**src/rtl/ysyx_041514_mtime_pkg.sv**
```systemverilog
// Shared system configuration for the CLINT timer: bus widths, register
// addresses and the decoded register-select type.
package ysyx_041514_mtime_pkg;

    localparam int          SYS_ADDR_W        = 32;
    localparam int          SYS_XLEN          = 64;
    localparam logic [31:0] SYS_MTIMECMP_ADDR = 32'h0200_4000;
    localparam logic [31:0] SYS_MTIME_ADDR    = 32'h0200_BFF8;

    // Which timer register an address selects (exact match only)
    typedef enum logic [1:0] {
        SEL_NONE     = 2'd0,
        SEL_MTIME    = 2'd1,
        SEL_MTIMECMP = 2'd2
    } mtime_sel_e;

endpackage

```
**src/rtl/ysyx_041514_mtime.sv**
```systemverilog
// Machine timer (mtime / mtimecmp) with a tick prescaler, full-word
// register writes, combinational reads and a level timer-pending output.
module ysyx_041514_mtime
    import ysyx_041514_mtime_pkg::*;
#(
    parameter int                ADDR_W        = SYS_ADDR_W,
    parameter int                XLEN          = SYS_XLEN,
    parameter logic [ADDR_W-1:0] MTIMECMP_ADDR = ADDR_W'(SYS_MTIMECMP_ADDR),
    parameter logic [ADDR_W-1:0] MTIME_ADDR    = ADDR_W'(SYS_MTIME_ADDR),
    parameter int                TICK_DIV      = 1
) (
    input  logic              clk,
    input  logic              rst,
    input  logic [ADDR_W-1:0] mtime_addr_i,
    input  logic              mtime_write_valid_i,
    input  logic [XLEN-1:0]   mtime_wdata_i,
    output logic [XLEN-1:0]   mtime_rdata_o,
    output logic              mtime_ge_mtime_o
);

    // A one-bit prescaler is kept even for TICK_DIV=1 so the port widths stay legal
    localparam int PRE_W = (TICK_DIV > 1) ? $clog2(TICK_DIV) : 1;

    logic [XLEN-1:0]  r_mtime;
    logic [XLEN-1:0]  r_mtimecmp;
    logic [PRE_W-1:0] r_pre;
    mtime_sel_e       w_sel;
    logic             w_tick;
    logic             w_wr_mtime;
    logic             w_wr_mtimecmp;

    // Address decode shared by the read mux and the write strobes
    always_comb begin
        w_sel = SEL_NONE;
        if (mtime_addr_i == MTIME_ADDR) begin
            w_sel = SEL_MTIME;
        end else if (mtime_addr_i == MTIMECMP_ADDR) begin
            w_sel = SEL_MTIMECMP;
        end
    end

    assign w_tick        = (r_pre == PRE_W'(TICK_DIV - 1));
    assign w_wr_mtime    = mtime_write_valid_i && (w_sel == SEL_MTIME);
    assign w_wr_mtimecmp = mtime_write_valid_i && (w_sel == SEL_MTIMECMP);

    // mtime and its prescaler: a software write wins over the tick and restarts the divider
    always_ff @(posedge clk or negedge rst) begin
        if (!rst) begin
            r_mtime <= '0;
            r_pre   <= '0;
        end else if (w_wr_mtime) begin
            r_mtime <= mtime_wdata_i;
            r_pre   <= '0;
        end else if (w_tick) begin
            r_mtime <= r_mtime + 1'b1;
            r_pre   <= '0;
        end else begin
            r_pre   <= r_pre + 1'b1;
        end
    end

    // mtimecmp resets to all ones so the timer is not pending out of reset
    always_ff @(posedge clk or negedge rst) begin
        if (!rst) begin
            r_mtimecmp <= '1;
        end else if (w_wr_mtimecmp) begin
            r_mtimecmp <= mtime_wdata_i;
        end
    end

    // Read mux shows current register contents, i.e. the pre-write value in a write cycle
    always_comb begin
        mtime_rdata_o = '0;
        case (w_sel)
            SEL_MTIME:    mtime_rdata_o = r_mtime;
            SEL_MTIMECMP: mtime_rdata_o = r_mtimecmp;
            default:      mtime_rdata_o = '0;
        endcase
    end

    // Level comparison straight from the registers; interrupt enables are applied elsewhere
    assign mtime_ge_mtime_o = (r_mtime >= r_mtimecmp);

endmodule

```
**config.mk**
```make
export PLATFORM = sky130hd
export DESIGN_NAME = ysyx_041514_mtime
export DESIGN_NICKNAME = d
export VERILOG_FILES = /design/src/rtl/ysyx_041514_mtime_pkg.sv /design/src/rtl/ysyx_041514_mtime.sv
export SDC_FILE = /design/constraint.sdc
export NUM_CORES = 1
export LEC_CHECK = 0
export ABC_AREA = 1
export BUFFER_PORTS_ARGS = -buffer_cell sky130_fd_sc_hd__buf_2
export CORE_MARGIN = 2
export CORE_UTILIZATION = 25
export DETAILED_ROUTE_END_ITERATION = 16
export HOLD_SLACK_MARGIN = 0.05
export SYNTH_ARGS = -nofsm -noshare
export SYNTH_HDL_FRONTEND = slang
export SYNTH_SLANG_ARGS = --single-unit
```
**constraint.sdc**
```tcl
create_clock -name clk -period 1.5 [get_ports clk]
set_input_delay 0.15 -clock clk [delete_from_list [all_inputs] [get_ports clk]]
set_output_delay 0.15 -clock clk [all_outputs]
set_load 0.03 [all_outputs]
```
==> results of run 1 <==
## critical path, cell delays in order (launching register included)
cell and delay (ns):
dfstp_2 0.54, inv_2 0.05, ha_4 0.26, nand4_1 0.15, nor2_2 0.22, nand3b_1 0.20, nor2_1 0.15, nor2_1 0.06
nand2_2 0.10, nand2_2 0.07, nand2_4 0.09, buf_6 0.13
## path summary, 6_finish.rpt
check | from | end | slack (ns) | cells after the start
hold / removal | rst | r_mtime[6]$_DFF_PN0_ | 0.24 | 2
hold reg to reg | r_mtimecmp[48]$_DFFE_PN1P_ | r_mtimecmp[48]$_DFFE_PN1P_ | 0.46 | 2
max in group asynchronous | rst | r_mtimecmp[51]$_DFFE_PN1P_ | 0.62 | 3
setup / recovery | r_mtimecmp[29]$_DFFE_PN1P_ | mtime_ge_mtime_o | -1.12 | 11
min in group clk | mtime_write_valid_i | r_mtimecmp[59]$_DFFE_PN1P_ | 0.27 | 4
setup reg to reg | r_mtime[1]$_DFF_PN0_ | r_mtime[62]$_DFF_PN0_ | -0.36 | 13
## layer usage
metal / GRT usage [%] / up-vias / part of all wire, %
li1: - / 5678 / -
met1: 27.29 / 5813 / 43
met2: 38.14 / 422 / 49
met3: 3.105 / 101 / 5.1
met4: 7.572 / 0 / 3.3
met5: 0 / - / 0
## synthesized netlist by cell type, drive strengths merged
master  count
nor4        2
o21ai      65
o22ai      37
xnor2       8
xor2       26
clkbuf     26
o21a        2
buf        21
and2        3
nor3b       1
ha         65
a21oi      29
nor3       10
dfrtp      64
nand3     141
nor2      153
nand4      24
dfstp      64
nand2     520
a21o        1
nand3b      4
inv       168
## layout by cell type, fill, tap and decap left out, types with 6 or more instances in the layout
master,synthesis,routed
dlygate4sd3_1,0,65
nand4_1,24,24
nand2_4,0,41
xor2_1,26,20
a21oi_1,29,28
o21ai_1,18,26
buf_2,10,84
ha_4,0,12
buf_12,0,28
dfrtp_1,64,63
nand3_2,1,16
o22ai_4,0,37
nand3_1,140,100
inv_1,165,125
nor2_2,4,21
nor2_4,5,74
ha_1,65,53
nand2_1,517,431
dfstp_2,64,64
nand2_2,3,44
buf_4,8,210
buf_8,0,13
buf_16,0,6
o21ai_0,47,10
buf_6,2,151
o21ai_4,0,25
clkbuf_16,0,20
nor2_1,144,58
nand3_4,0,25
inv_2,3,36
## metrics by stage
step,setup TNS [ns],setup slack (ns),instances,hold slack (ns)
2_1_floorplan,-4.438,-0.1866,1434,-0.1456
3_3_place_gp,-64.34,-0.7954,2317,0.1743
3_5_place_dp,-66.82,-0.8000,2317,0.1784
4_1_cts,-41.48,-1.053,2456,0.2501
5_1_grt,-32.15,-1.175,2491,0.2760
6_report,-23.99,-1.120,2491,0.2441
## report_power, final
group / internal (uW) / switching, uW
Sequential: 3460 / 0.00102
Combinational: 281 / 262
Clock: 2610 / 1780
Total: 6350 / 2040
## registers in the layout (all words and copies together) (netlist names)
register,flops
r_mtimecmp,64
r_mtime,64
## timing repair
action	CTS	global route
gates cloned	9	4
pin swaps	87	138
endpoints found under the hold margin	141	0
endpoints found under the setup margin	121	192
hold buffers	65	0
setup buffers	34	65
gates resized for setup	456	330
## cell families after synthesis
| family | count (synthesis) | share of synthesized area [%] |
|---|---|---|
| AOI/OAI and AO/OA | 134 | 7.571 |
| xor gates and xnor gates | 34 | 3.112 |
| DFF | 128 | 34.31 |
| and+or+nand+nor | 858 | 37.47 |
| buffers and inverters | 215 | 9.035 |
| adders and majority gates | 65 | 8.499 |
## layout make-up
class,count,area (um2)
clock buffer,18,429.2
multi-input combinational,1092,7999
fill,3438,19140
clock inverter,14,167.7
inverter,168,658.1
sequential,128,3284
tap,511,639.4
timing repair buffer,560,5344
==> flow_summary.toml, run 1 <==
[status]
status = "complete, but fails checks"
violations = "setup timing"

[power_and_ir_drop]
max-vdd-ir-drop_mv = 0.7535
powerDensity_nw_per_um2 = 452.9
power.total_uw = 8389
leakage_uw = 0.008290

[floorplan]
placementRows = 71
die_area_um2 = 39860
core_region_area_um2 = 37670
die_x_um = 199.6
initial_core_util_pct = 25.41
die_h_um = 199.6
io-pin-count = 164

[drt]
wl_per_cell_um = 18.42
first_pass_iters = 7
drtAntennaViolNets = 0
vias_per_cell = 4.823
dr.first_iter.drc_count = 849
wirelength_mm = 45.89
drc = 0
vias = 12014

[timing]
fin_crit_sh_pct = 174.6
fin_worst_skew_ns = 0.01194
setup_viol_count_final = 121
grt_setup_unrepaired = "true"
hold_viol_final = 0
slew_headroom_pct = 62.06
slew_viol_final = 0
post-route-min-period_ns = 2.620
tightest_slew_ns = 0.5691
worst_slack_ns = -1.120
fmax_mhz = 381.7

[cts]
cts_buffers = 17
cts-htree-levels = 4
clock-sinks = 128
cts_root_buf = "clkbuf_16"
worstSkewPairLatency_ns = 0.45
cts_tree = "built"
clockBufferDepth = 2
cts.clk_slew.worst_paths_ns = 0.07

[placement]
port_buffers = 163
place_area_um2 = 13390
gp_congestion = 0.9714
hpwl_mm = 31.20

[yosys]
avgSynthCellArea_um2 = 6.673
ys_types = 32
yosys.area.top_type = "nand2_1"
netlist_area_um2 = 9569
ys_ff_latch = 128
ys_warn_count = 0
yosysSeqAreaShare_pct = 34.31
syn_inst = 1434
syn_nets = 1598
synth_top_area_share_pct = 20.28
netlist_top_cells_area = "nand2_1, dfstp_2, dfrtp_1, ha_1, nand3_1"

[global_route]
grt_max_degree = 36
grt_usage_pct = 21.80
grt_pass1_wl_mm = 65.78
antenna_found_initial = 0
grt_pass1_vias = 12077
grt_overflow = 0

[finish]
finish.utilization_pct = 49.17
stdcell_area_um2 = 18520
diodes = 0
finalNetCount = 2131
area_delta_synth_final_pct = 93.55
layout-drive-gt1-share_pct = 48.64

[flow_run]
maxCapViolations = 0

[critical_path]
start_kind = "flop"
crit_required_ns = 1.35
crit_fanout = 2
worstSetupPathType = "reg -> out"
crit_arrival_ns = 2.47
endpoint_kind = "output pin"

[hold_path]
hold_class = "in -> async"
No activity file was read; power rests on OpenSTA's default activity.
==> run 2: changes to the inputs <==
--- a/config.mk
+++ b/config.mk
@@ -12,4 +12,5 @@
 export DETAILED_ROUTE_END_ITERATION = 16
 export HOLD_SLACK_MARGIN = 0.05
+export MAX_ROUTING_LAYER = met4
 export SYNTH_ARGS = -nofsm -noshare
 export SYNTH_HDL_FRONTEND = slang
==> constraint.sdc (replaced) <==
create_clock -name clk -period 1.5 [get_ports clk]
set_input_delay 0.075 -clock clk [delete_from_list [all_inputs] [get_ports clk]]
set_output_delay 0.075 -clock clk [all_outputs]
set_load 0.03 [all_outputs]
==> flow_summary.toml, run 2 (synthesis results as in run 1) <==
[status]
status = "complete, but fails checks"
violations = "setup timing"

[power_and_ir_drop]
p_int_uw = 6436
power_switching_uw = 1941
p_comb_share_pct = 5.9
netSwitchingFraction_pct = 23.17
p_seq_share_pct = 41.3
powerDensity_nw_per_um2 = 470.1
leakage_uw = 0.007990
power.share.clock_pct = 52.8
max-vdd-ir-drop_mv = 0.7079

[finish]
final_common_cell = "nand2_1"
largestRegisters = "r_mtime x64, r_mtimecmp x64"
layout_common_cells = "nand2_1, buf_4, buf_6"
diodes = 0
stdcell_count = 2465
area_delta_synth_final_pct = 86.22
finish.utilization_pct = 47.31
finalNetCount = 2105
nFillCells = 3543
layout-drive-gt1-share_pct = 47.24

[critical_path]
start_kind = "flop"
crit_fanout = 2
crit_arrival_ns = 2.35
crit_chain = "inv_2, ha_4, nand2_1, inv_1, nand2_1, nor2_2, nand3b_1, nor2_2, nor2_2, nand2_2, nand2_2, nand2_2, buf_6"
crit_family = "simple AND/OR/NAND/NOR gates"
crit_path_top_delay_cell = "dfstp_2"
cp_num_buf_inv = 3
endpoint_kind = "output pin"
worstSetupPathType = "reg -> out"
crit_required_ns = 1.42
max_stage_delay_ns = 0.53

[flow_run]
maxCapViolations = 0

[floorplan]
die_area_um2 = 39860
placementRows = 71
core_region_area_um2 = 37670
die_x_um = 199.6
die_h_um = 199.6
io-pin-count = 164
initial_core_util_pct = 25.41

[global_route]
grt_pass1_vias = 11877
grt_max_degree = 58
grt_overflow = 0
antenna_found_initial = 0
grt_pass1_wl_mm = 65.70
grt_usage_pct = 22.40

[timing]
fin_worst_skew_ns = 0.01441
grt_setup_unrepaired = "true"
setup_viol_count_final = 125
hold_viol_final = 0
slew_headroom_pct = 75.50
slew_viol_final = 0
worst_slack_ns = -0.9207
fmax_mhz = 413.1
fin_crit_sh_pct = 161.4
tightest_slew_ns = 0.3675
post-route-min-period_ns = 2.421
whs_ns = 0.08797

[drt]
vias = 11711
highest_layer = "met4"
route.met2.wl_mm = 21.43
wl_per_cell_um = 17.99
dr.first_iter.drc_count = 810
drtAntennaViolNets = 0
wl_met1_mm = 19.41
first_pass_iters = 5
wirelength_mm = 44.35
drc = 0
vias_per_cell = 4.751
wl_met3_mm = 2.121

[cts]
cts_tree = "built"
cts.clk_slew.worst_paths_ns = 0.06
worstSkewPairLatency_ns = 0.44
clockBufferDepth = 2
cts-htree-levels = 4
cts_buffers = 17
clock-sinks = 128
cts_root_buf = "clkbuf_16"

[hold_path]
hold_class = "in -> async"

[placement]
gp_congestion = 0.9598
port_buffers = 163
place_inst = 2300
hpwl_mm = 30.50
## run 2: final timing paths
path | end | slack (ns) | from | cells past startpoint
setup / recovery | mtime_ge_mtime_o | -0.92 | r_mtimecmp[26]$_DFFE_PN1P_ | 13
hold / removal | r_mtime[7]$_DFF_PN0_ | 0.09 | rst | 2
setup reg to reg | r_mtime[58]$_DFF_PN0_ | -0.56 | r_mtime[3]$_DFF_PN0_ | 16
hold reg to reg | r_mtimecmp[4]$_DFFE_PN1P_ | 0.46 | r_mtimecmp[4]$_DFFE_PN1P_ | 2
max in group asynchronous | r_mtimecmp[35]$_DFFE_PN1P_ | 0.72 | rst | 3
min in group clk | r_mtimecmp[28]$_DFFE_PN1P_ | 0.16 | mtime_write_valid_i | 4
## run 2: per-layer routing
layer | vias to the layer above | track usage (%)
li1 | 5608 | -
met1 | 5680 | 28.48
met2 | 350 | 36.96
met3 | 73 | 2.582
met4 | 0 | 7.627
met5 | - | -
## run 2: cell type report
type	count	area (um2)	area share [%]
multi-input cells	1091	7712	43.28
repair buffers	535	4915	27.58
flip-flops and latches	128	3289	18.46
inverters	168	655.6	3.679
well taps	511	639.4	3.588
clock buffers	21	470.5	2.640
clock inverters	11	137.6	0.7724
## run 2: timing repair
action,in CTS,in global routing
resized for setup,498,257
cloned,10,0
hold buffers,65,0
setup buffers,49,47
endpoints found under the setup margin,121,123
pin swaps,89,113
hold endpoints to repair,203,0
## run 2: power groups by stage
stage	clock network (uW)	logic, uW	registers, uW
after floorplan	0	44.3	3520
after global placement	0	335	3520
after detailed placement	0	336	3520
after CTS	4470	475	3460
after global routing	4620	539	3460
final	4420	495	3460
## run 2: stage by stage
step | instance area (um2) | TNS, ns | setup slack (ns) | power [uW]
floorplan | 9733 | -0.3484 | -0.1506 | 3563
global placement | 12900 | -48.14 | -0.5795 | 3853
detailed placement | 12900 | -49.48 | -0.5903 | 3854
CTS | 16690 | -33.04 | -0.9264 | 8403
global route | 17820 | -40.64 | -1.024 | 8621
finish | 17820 | -31.81 | -0.9207 | 8378
==> run 3: changes to the inputs <==
HOLD_SLACK_MARGIN = 0.15   (was 0.05)
SLEW_MARGIN = 0   (was default)
==> flow_summary.toml, run 3 (synthesis results as in run 1) <==
[status]
status = "complete, but fails checks"
violations = "setup timing"

[drt]
vias = 11753
wl_per_cell_um = 18.05
first_pass_iters = 5
vias_per_cell = 4.764
drc = 0
wirelength_mm = 44.52
drtAntennaViolNets = 0
dr.first_iter.drc_count = 842

[cts]
cts_buffers = 17
cts.clk_slew.worst_paths_ns = 0.06
worstSkewPairLatency_ns = 0.44
cts_root_buf = "clkbuf_16"
cts-htree-levels = 4
clockBufferDepth = 2
clock-sinks = 128
cts_tree = "built"

[power_and_ir_drop]
p_seq_share_pct = 41.3
leakage_uw = 0.007998
netSwitchingFraction_pct = 23.18
power_switching_uw = 1943
max-vdd-ir-drop_mv = 0.7092
power.share.clock_pct = 52.7
power.total_uw = 8382
p_int_uw = 6439
p_comb_share_pct = 6.0
powerDensity_nw_per_um2 = 469.9

[floorplan]
io-pin-count = 164
die_area_um2 = 39860
initial_core_util_pct = 25.41
placementRows = 71
core_region_area_um2 = 37670
die_x_um = 199.6
die_h_um = 199.6

[critical_path]
crit_required_ns = 1.42
cpMostUsedCell = "nand2_2"
rr_worst_depth = 16
worstSetupPathType = "reg -> out"
start_kind = "flop"
crit_chain = "inv_1, ha_1, nand2_1, nor4_2, nand2_2, nor2_2, nand2_2, nand2_2, buf_6"
max_stage_delay_ns = 0.53
reg2reg_to = "r_mtime[58]$_DFF_PN0_"
rrSetupSlack_ns = -0.55
r2r-start = "r_mtime[3]$_DFF_PN0_"
cp_num_buf_inv = 2
crit_fanout = 2
endpoint_kind = "output pin"
crit_family = "simple AND/OR/NAND/NOR gates"
crit_path_top_delay_cell = "dfstp_2"
crit_arrival_ns = 2.34

[finish]
diodes = 0
regArea_um2 = 3289
final_common_cell = "nand2_1"
area_delta_synth_final_pct = 86.43
finish.utilization_pct = 47.36
layout_common_cells = "nand2_1, buf_4, buf_6"
multi_input_comb_area_um2 = 7712
nFillCells = 3540
layout-drive-gt1-share_pct = 47.19
largestRegisters = "r_mtime x64, r_mtimecmp x64"
finalNetCount = 2107

[timing]
slew_viol_final = 0
whs_ns = 0.2926
fin_worst_skew_ns = 0.01496
slew_headroom_pct = 66.54
setup_viol_count_final = 125
tightest_slew_ns = 0.5002
fin_crit_sh_pct = 161.1
grt_setup_unrepaired = "true"
worst_slack_ns = -0.9166
post-route-min-period_ns = 2.417
fmax_mhz = 413.8
hold_viol_final = 0

[flow_run]
maxCapViolations = 0

[global_route]
grt_max_degree = 58
grt_usage_pct = 22.45
grt_pass1_wl_mm = 65.81
antenna_found_initial = 0
grt_pass1_vias = 11891
grt_overflow = 0

[hold_path]
hold_class = "in -> async"

[placement]
hpwl_mm = 30.50
port_buffers = 163
preCtsSetupSlack_ns = -0.5903
gp_congestion = 0.9598
run 3: cell types whose count changed in the layout (fill, tap and decap cells not counted), sizes merged:
| cell | delta |
|---|---|
| dlygate4sd3 | +2 |
run 3: how the worst max path moves through the flow:
stage	from	end	cells after the start
global route	r_mtimecmp[52]$_DFFE_PN1P_	mtime_ge_mtime_o	9
detailed placement	r_mtimecmp[63]$_DFFE_PN1P_	mtime_ge_mtime_o	9
CTS	r_mtimecmp[30]$_DFFE_PN1P_	mtime_ge_mtime_o	11
floorplan	r_mtimecmp[63]$_DFFE_PN1P_	mtime_ge_mtime_o	8
global placement	r_mtimecmp[63]$_DFFE_PN1P_	mtime_ge_mtime_o	9
finish	r_mtimecmp[52]$_DFFE_PN1P_	mtime_ge_mtime_o	9
run 3: power by group through the flow:
stage | Sequential, uW | Combinational, uW | Clock [uW]
3_3_place_gp | 3520 | 335 | 0
2_1_floorplan | 3520 | 44.3 | 0
5_1_grt | 3460 | 545 | 4620
4_1_cts | 3460 | 481 | 4470
3_5_place_dp | 3520 | 336 | 0
6_report | 3460 | 502 | 4420
run 3: stage by stage:
stage / area (um2) / TNS, ns / instances
2_1_floorplan: 9733 / -0.3484 / 1434
3_3_place_gp: 12900 / -48.14 / 2300
3_5_place_dp: 12900 / -49.48 / 2300
4_1_cts: 16710 / -33.04 / 2451
5_1_grt: 17840 / -40.64 / 2467
6_report: 17840 / -31.66 / 2467
run 3: metal layers:
layer | up-vias | GRT usage, % | share of wire (%)
met5 | - | - | 0
met4 | 0 | 7.709 | 3.2
met3 | 79 | 2.582 | 5.0
met2 | 355 | 37.02 | 48
met1 | 5702 | 28.51 | 44
li1 | 5617 | - | -
run 3: layout make-up:
class                           count  share of cell area, %
Multi-Input combinational cell   1091                  43.23
Timing Repair Buffer              537                  27.66
Sequential cell                   128                  18.44
Inverter                          168                  3.675
Tap cell                          511                  3.584
Clock buffer                       21                  2.637
Clock inverter                     11                 0.7715
run 3: what timing repair did:
action / in CTS / in global routing
setup endpoints to repair: 121 / 123
setup buffers: 49 / 47
cloned: 10 / 0
hold endpoints to repair: 203 / 0
hold buffers: 67 / 0
resized for setup: 498 / 257
pin swaps: 89 / 113
